==> src/rtl/score_pkg.sv <==
// Shared types and constants for the score table: FSM state encoding and BCD digit width.
package score_pkg;

  localparam int unsigned DigitW = 4;
  localparam int unsigned BlankCharDefault = 36;

  typedef enum logic [2:0] {
    StIdle,
    StScan,
    StShift,
    StWrite,
    StDone
  } state_e;

endpackage

==> src/rtl/bcd_accum.sv <==
// Saturating multi-digit BCD accumulator; clear has priority over add, invalid digits are ignored.
module bcd_accum
  import score_pkg::*;
#(
  parameter int unsigned DIGITS = 3,
  localparam int unsigned ScoreW = DIGITS * DigitW
) (
  input  logic              clk,
  input  logic              reset,
  input  logic              clear,
  input  logic              add_en,
  input  logic [3:0]        add_val,
  output logic [ScoreW-1:0] score
);

  logic [ScoreW-1:0] score_q, score_d;
  logic [ScoreW-1:0] sum;
  logic [4:0]        dsum;
  logic [3:0]        carry;

  always_comb begin
    sum   = score_q;
    carry = add_val;
    dsum  = '0;
    for (int d = 0; d < int'(DIGITS); d++) begin
      dsum = {1'b0, score_q[d*DigitW +: DigitW]} + {1'b0, carry};
      if (dsum > 5'd9) begin
        sum[d*DigitW +: DigitW] = 4'(dsum - 5'd10);
        carry = 4'd1;
      end else begin
        sum[d*DigitW +: DigitW] = dsum[3:0];
        carry = 4'd0;
      end
    end
  end

  always_comb begin
    score_d = score_q;
    if (clear) begin
      score_d = '0;
    end else if (add_en && (add_val <= 4'd9)) begin
      // A carry out of the top digit means the true sum exceeds all-9s.
      score_d = (carry != 4'd0) ? {DIGITS{4'h9}} : sum;
    end
  end

  always_ff @(posedge clk) begin
    if (reset) begin
      score_q <= '0;
    end else begin
      score_q <= score_d;
    end
  end

  assign score = score_q;

endmodule

==> src/rtl/score_table.sv <==
// Game score accumulator plus a sorted high-score table filled by a scan/shift/write insertion FSM.
module score_table
  import score_pkg::*;
#(
  parameter int unsigned DIGITS     = 3,
  parameter int unsigned ENTRIES    = 4,
  parameter int unsigned NAME_LEN   = 5,
  parameter int unsigned CHAR_W     = 6,
  parameter int unsigned BLANK_CHAR = BlankCharDefault,
  localparam int unsigned ScoreW = DIGITS * DigitW,
  localparam int unsigned NameW  = NAME_LEN * CHAR_W,
  localparam int unsigned IdxW   = $clog2(ENTRIES),
  localparam int unsigned RankW  = $clog2(ENTRIES + 1)
) (
  input  logic              clk,
  input  logic              reset,
  input  logic              clear_score,
  input  logic              add_en,
  input  logic [3:0]        add_val,
  input  logic              save_req,
  input  logic [NameW-1:0]  name_in,
  input  logic [IdxW-1:0]   rd_idx,
  output logic [ScoreW-1:0] score,
  output logic [ScoreW-1:0] rd_score,
  output logic [NameW-1:0]  rd_name,
  output logic              save_busy,
  output logic              save_done,
  output logic [RankW-1:0]  save_rank
);

  localparam logic [IdxW-1:0]  LastIdx   = IdxW'(ENTRIES - 1);
  localparam logic [NameW-1:0] BlankName = {NAME_LEN{CHAR_W'(BLANK_CHAR)}};

  state_e            state_q, state_d;
  logic [IdxW-1:0]   idx_q, idx_d;
  logic [IdxW-1:0]   rank_q, rank_d;
  logic [ScoreW-1:0] snap_score_q, snap_score_d;
  logic [NameW-1:0]  snap_name_q, snap_name_d;
  logic [RankW-1:0]  save_rank_q, save_rank_d;
  logic [ScoreW-1:0] tbl_score_q [ENTRIES];
  logic [ScoreW-1:0] tbl_score_d [ENTRIES];
  logic [NameW-1:0]  tbl_name_q  [ENTRIES];
  logic [NameW-1:0]  tbl_name_d  [ENTRIES];

  bcd_accum #(
    .DIGITS (DIGITS)
  ) u_bcd_accum (
    .clk     (clk),
    .reset   (reset),
    .clear   (clear_score),
    .add_en  (add_en),
    .add_val (add_val),
    .score   (score)
  );

  always_comb begin
    state_d      = state_q;
    idx_d        = idx_q;
    rank_d       = rank_q;
    snap_score_d = snap_score_q;
    snap_name_d  = snap_name_q;
    save_rank_d  = save_rank_q;
    tbl_score_d  = tbl_score_q;
    tbl_name_d   = tbl_name_q;
    unique case (state_q)
      StIdle: begin
        if (save_req) begin
          snap_score_d = score;
          snap_name_d  = name_in;
          idx_d        = '0;
          state_d      = StScan;
        end
      end
      StScan: begin
        // Strictly greater: a tie leaves the existing entry ahead of the new one.
        if (snap_score_q > tbl_score_q[idx_q]) begin
          rank_d = idx_q;
          if (idx_q != LastIdx) begin
            idx_d   = LastIdx;
            state_d = StShift;
          end else begin
            state_d = StWrite;
          end
        end else if (idx_q == LastIdx) begin
          save_rank_d = RankW'(ENTRIES);
          state_d     = StDone;
        end else begin
          idx_d = idx_q + 1'b1;
        end
      end
      StShift: begin
        tbl_score_d[idx_q] = tbl_score_q[idx_q - 1'b1];
        tbl_name_d[idx_q]  = tbl_name_q[idx_q - 1'b1];
        if (idx_q == rank_q + 1'b1) begin
          state_d = StWrite;
        end else begin
          idx_d = idx_q - 1'b1;
        end
      end
      StWrite: begin
        tbl_score_d[rank_q] = snap_score_q;
        tbl_name_d[rank_q]  = snap_name_q;
        save_rank_d         = RankW'(rank_q);
        state_d             = StDone;
      end
      StDone: begin
        state_d = StIdle;
      end
      default: begin
        state_d = StIdle;
      end
    endcase
  end

  always_ff @(posedge clk) begin
    if (reset) begin
      state_q      <= StIdle;
      idx_q        <= '0;
      rank_q       <= '0;
      snap_score_q <= '0;
      snap_name_q  <= '0;
      save_rank_q  <= RankW'(ENTRIES);
      for (int i = 0; i < int'(ENTRIES); i++) begin
        tbl_score_q[i] <= '0;
        tbl_name_q[i]  <= BlankName;
      end
    end else begin
      state_q      <= state_d;
      idx_q        <= idx_d;
      rank_q       <= rank_d;
      snap_score_q <= snap_score_d;
      snap_name_q  <= snap_name_d;
      save_rank_q  <= save_rank_d;
      tbl_score_q  <= tbl_score_d;
      tbl_name_q   <= tbl_name_d;
    end
  end

  assign rd_score  = tbl_score_q[rd_idx];
  assign rd_name   = tbl_name_q[rd_idx];
  assign save_busy = (state_q != StIdle);
  assign save_done = (state_q == StDone);
  assign save_rank = save_rank_q;

endmodule

==> config.mk <==
export PLATFORM = sky130hd
export DESIGN_NAME = score_table
export DESIGN_NICKNAME = d
export VERILOG_FILES = /design/src/rtl/score_pkg.sv /design/src/rtl/bcd_accum.sv /design/src/rtl/score_table.sv
export SDC_FILE = /design/constraint.sdc
export NUM_CORES = 1
export LEC_CHECK = 0
export CAP_MARGIN = 20
export CORE_AREA = 4 4 158 160
export DETAILED_ROUTE_END_ITERATION = 7
export DIE_AREA = 0 0 162 164
export GPL_TIMING_DRIVEN = 0
export PLACE_DENSITY = 0.78
export SLEW_MARGIN = 20
export SYNTH_ARGS = -nofsm -noshare
export SYNTH_HDL_FRONTEND = slang
export SYNTH_HIERARCHICAL = 1
export SYNTH_SLANG_ARGS = --single-unit
==> constraint.sdc <==
create_clock -name clk -period 4.55 [get_ports clk]
set_clock_uncertainty 0.05 [all_clocks]
set_input_delay 0.91 -clock clk [delete_from_list [all_inputs] [get_ports clk]]
set_output_delay 0.91 -clock clk [all_outputs]
set_load 0.005 [all_outputs]
==> results.yml <==
power_and_ir_drop:
  leakage_nw: 5.21
  total_power_mw: 5.08
  powerDensity_nw_per_um2: 341
  ir_drop_uv: 240
clocking:
  clk_pin_slew_worst_paths_ns: 0.06
  h-tree-depth: 1
  clock_sinks: 232
  root_buffer: "clkbuf_16"
  cts_tree: "done"
  cts_buffers: 26
  clkLatencyLatePin_ns: 0.54
  clockBufferDepth: 3
  hold_buffers: 0
critical_path:
  r2r-start: "u_bcd_accum/score[0]"
  crit_required_ns: 4.98
  rr_worst_depth: 18
  crit_path_end_kind: "register"
  crit_fanout: 5
  startpoint_type: "input port"
  cp.arrival_ns: 4.85
  worstSetupPathType: "in -> reg"
  reg2reg_to: "u_bcd_accum/score[2]"
  r2r_slack_ns: 0.54
synth:
  syn_area_sq_um: 12400
  seq_area_frac_synth: 0.375
  ys_ff_latch: 232
  syn_nets: 1367
  ys_async_sr_fraction: 0
  synthFlopType: "dfxtp_1"
  synth.distinct_cells: 60
  avgSynthCellArea_sq_um: 9.57
  syn_inst: 1295
  synth_warnings: 6
  synth_edf_count: 0
global_route:
  grt_max_degree: 14
  antenna_found_initial: 0
  grt_usage: 0.290
  overflow: 0
  grt_pass1_vias: 11248
  grt_first_pass_wirelength_microns: 61300
outcome:
  status: "completed"
routing:
  totalWireLength_microns: 39900
  viasPerCell: 6.66
  drtIter0Drc: 1739
  route.detailed.drc: 0
  wl_per_cell_microns: 22.6
  vias: 11779
  antenna_left: 0
  drt_first_pass_iters: 7
die:
  start_util: 0.529
  die_x_microns: 162
  coreArea_sq_um: 23400
  dieArea_sq_um: 26600
  num_io_pins: 100
  fp-row-count: 56
  die_h_microns: 164
timing:
  clock.fmax_mhz: 226
  maxSlewHeadroom: 0.426
  finalHoldViolCount: 0
  drv_slew: 0
  setup_viol: 0
  worst_slew_pin_slew_ns: 0.860
  setup_ws_ns: 0.127
  final.period_utilization: 0.972
  min_period_ns: 4.42
min_path:
  hp-start: "tbl_name_q[68]"
  holdPathStages: 2
  hold_path.class: "reg -> reg"
  hold_end: "tbl_name_q[68]"
job:
  drv_cap: 0
final_layout:
  area.growth.synth_to_final_pct: 20.1
  n_antenna_cell: 0
  drive_gt1_frac: 0.193
  nNetsFinal: 1501
placed_design:
  routabilityCongestion: 0.951
  port-buffer-count: 97
  dp_slack_ns: -0.834
  dp_hpwl_microns: 26500
-- metal layers --
metal,global-route usage,routed length (microns),vias to the layer above
met5,0,0,-
met4,0.128,1830,0
met3,0.0723,5130,165
met2,0.460,18000,923
met1,0.379,14900,5597
li1,-,-,5094
-- logic make-up after synthesis --
group	synth area share
fa+ha+maj	0.0319
xor+xnor	0.00626
mux	0.178
flops	0.375
compound gates	0.215
buf+inv	0.0655
simple gates	0.128
-- power breakdown --
group / switching (mW) / internal, mW
registers: 0.0605 / 2.07
clock network: 0.903 / 1.40
logic: 0.383 / 0.255
-- synthesized netlist by cell type, drive strengths merged, types with 2 or more instances --
cell type / number / share of area
a22oi: 128 / 0.078
o31a: 2 / 0.0014
xor2: 3 / 0.0027
a311oi: 2 / 0.0014
a21oi: 191 / 0.078
a31o: 3 / 0.0021
dfxtp: 232 / 0.37
nand2: 304 / 0.092
mux4: 96 / 0.17
o211ai: 3 / 0.0018
mux2i: 3 / 0.0024
nand4: 4 / 0.0020
o221a: 5 / 0.0045
buf: 87 / 0.048
ha: 30 / 0.030
nand2b: 5 / 0.0025
nor2b: 4 / 0.0020
and2: 3 / 0.0017
o21a: 2 / 0.0012
nor2: 17 / 0.011
nor3: 5 / 0.0020
nor3b: 3 / 0.0018
o21ai: 16 / 0.0071
xnor2: 5 / 0.0035
a32o: 2 / 0.0016
a31oi: 2 / 0.0010
a211oi: 4 / 0.0024
clkbuf: 34 / 0.010
and3: 10 / 0.0050
a221oi: 40 / 0.028
or2: 4 / 0.0020
nand3: 7 / 0.0028
inv: 23 / 0.0070
-- metrics by stage --
stage          hold WS [ns]  utilization  setup TNS [ns]  area [sq um]  instances
6_report              0.406        0.636               0         14900       1768
5_1_grt               0.422        0.636         -0.0308         14900       1768
4_1_cts               0.408        0.630               0         14800       1759
3_5_place_dp          0.398        0.588           -8.11         13800       1711
3_3_place_gp          0.390        0.588           -6.84         13800       1711
2_1_floorplan         0.379            -               0         12400       1295
-- critical path, cell delays in order --
cell	delay (ns)
clkdlybuf4s50_1	0.45
ha_1	0.32
a21o_1	0.24
a21oi_4	0.19
xor2_2	0.22
o21ai_2	0.09
ha_2	0.22
ha_4	0.29
inv_4	0.05
a211o_1	0.30
a21oi_2	0.18
ha_2	0.24
ha_4	0.22
or2_4	0.24
a21oi_4	0.18
o21ai_4	0.11
a311oi_2	0.25
o21a_1	0.14
-- flip-flops by register name (all words and copies together) (netlist names) --
name / flops
tbl_score_q: 48
snap_name_q: 30
tbl_name_q: 120
u_bcd_accum/score: 12
state_q: 3
save_rank: 3
idx_q: 2
snap_score_q: 12
rank_q: 2
-- how the worst max path moves through the flow --
stage	slack, ns	cells past startpoint	end	from
after CTS	0.02	18	u_bcd_accum/score[2]	add_val[1]
final	0.13	18	u_bcd_accum/score[2]	add_val[1]
after detailed placement	-0.83	19	u_bcd_accum/score[2]	add_val[0]
after global placement	-0.72	19	u_bcd_accum/score[2]	add_val[0]
after global routing	-0.03	18	u_bcd_accum/score[2]	add_val[1]
after floorplan	0.05	18	u_bcd_accum/score[2]	add_val[0]
-- area by class of cell --
cell class | instances | area [sq um]
buffer | 120 | 722
fill | 1939 | 8520
multi-input combinational | 920 | 7040
tap | 319 | 399
clock inverter | 14 | 180
timing repair buffer | 106 | 1040
clock buffer | 34 | 762
inverter | 23 | 88.8
sequential | 232 | 4640
-- what timing repair did --
| action | in CTS | in global routing |
|---|---|---|
| pin swaps | 1 | 13 |
| endpoints found under the setup margin | 10 | 10 |
| cloned | 0 | 1 |
| gates resized for setup | 8 | 15 |
| hold endpoints to repair | 0 | 0 |
| buffers inserted | 1 | 8 |
-- layout by cell type, fill, tap and decap left out, drive strengths merged, types with 10 or more instances in the layout --
cell type	synthesis	routed
and3	10	10
nand2	304	304
inv	23	23
mux4	96	96
a21oi	191	191
a22oi	128	128
nor2	17	17
buf	87	96
clkbuf	34	67
dfxtp	232	232
clkdlybuf4s50	0	96
a221oi	40	40
ha	30	30
o21ai	16	17
(Power assumes the default switching activity.)
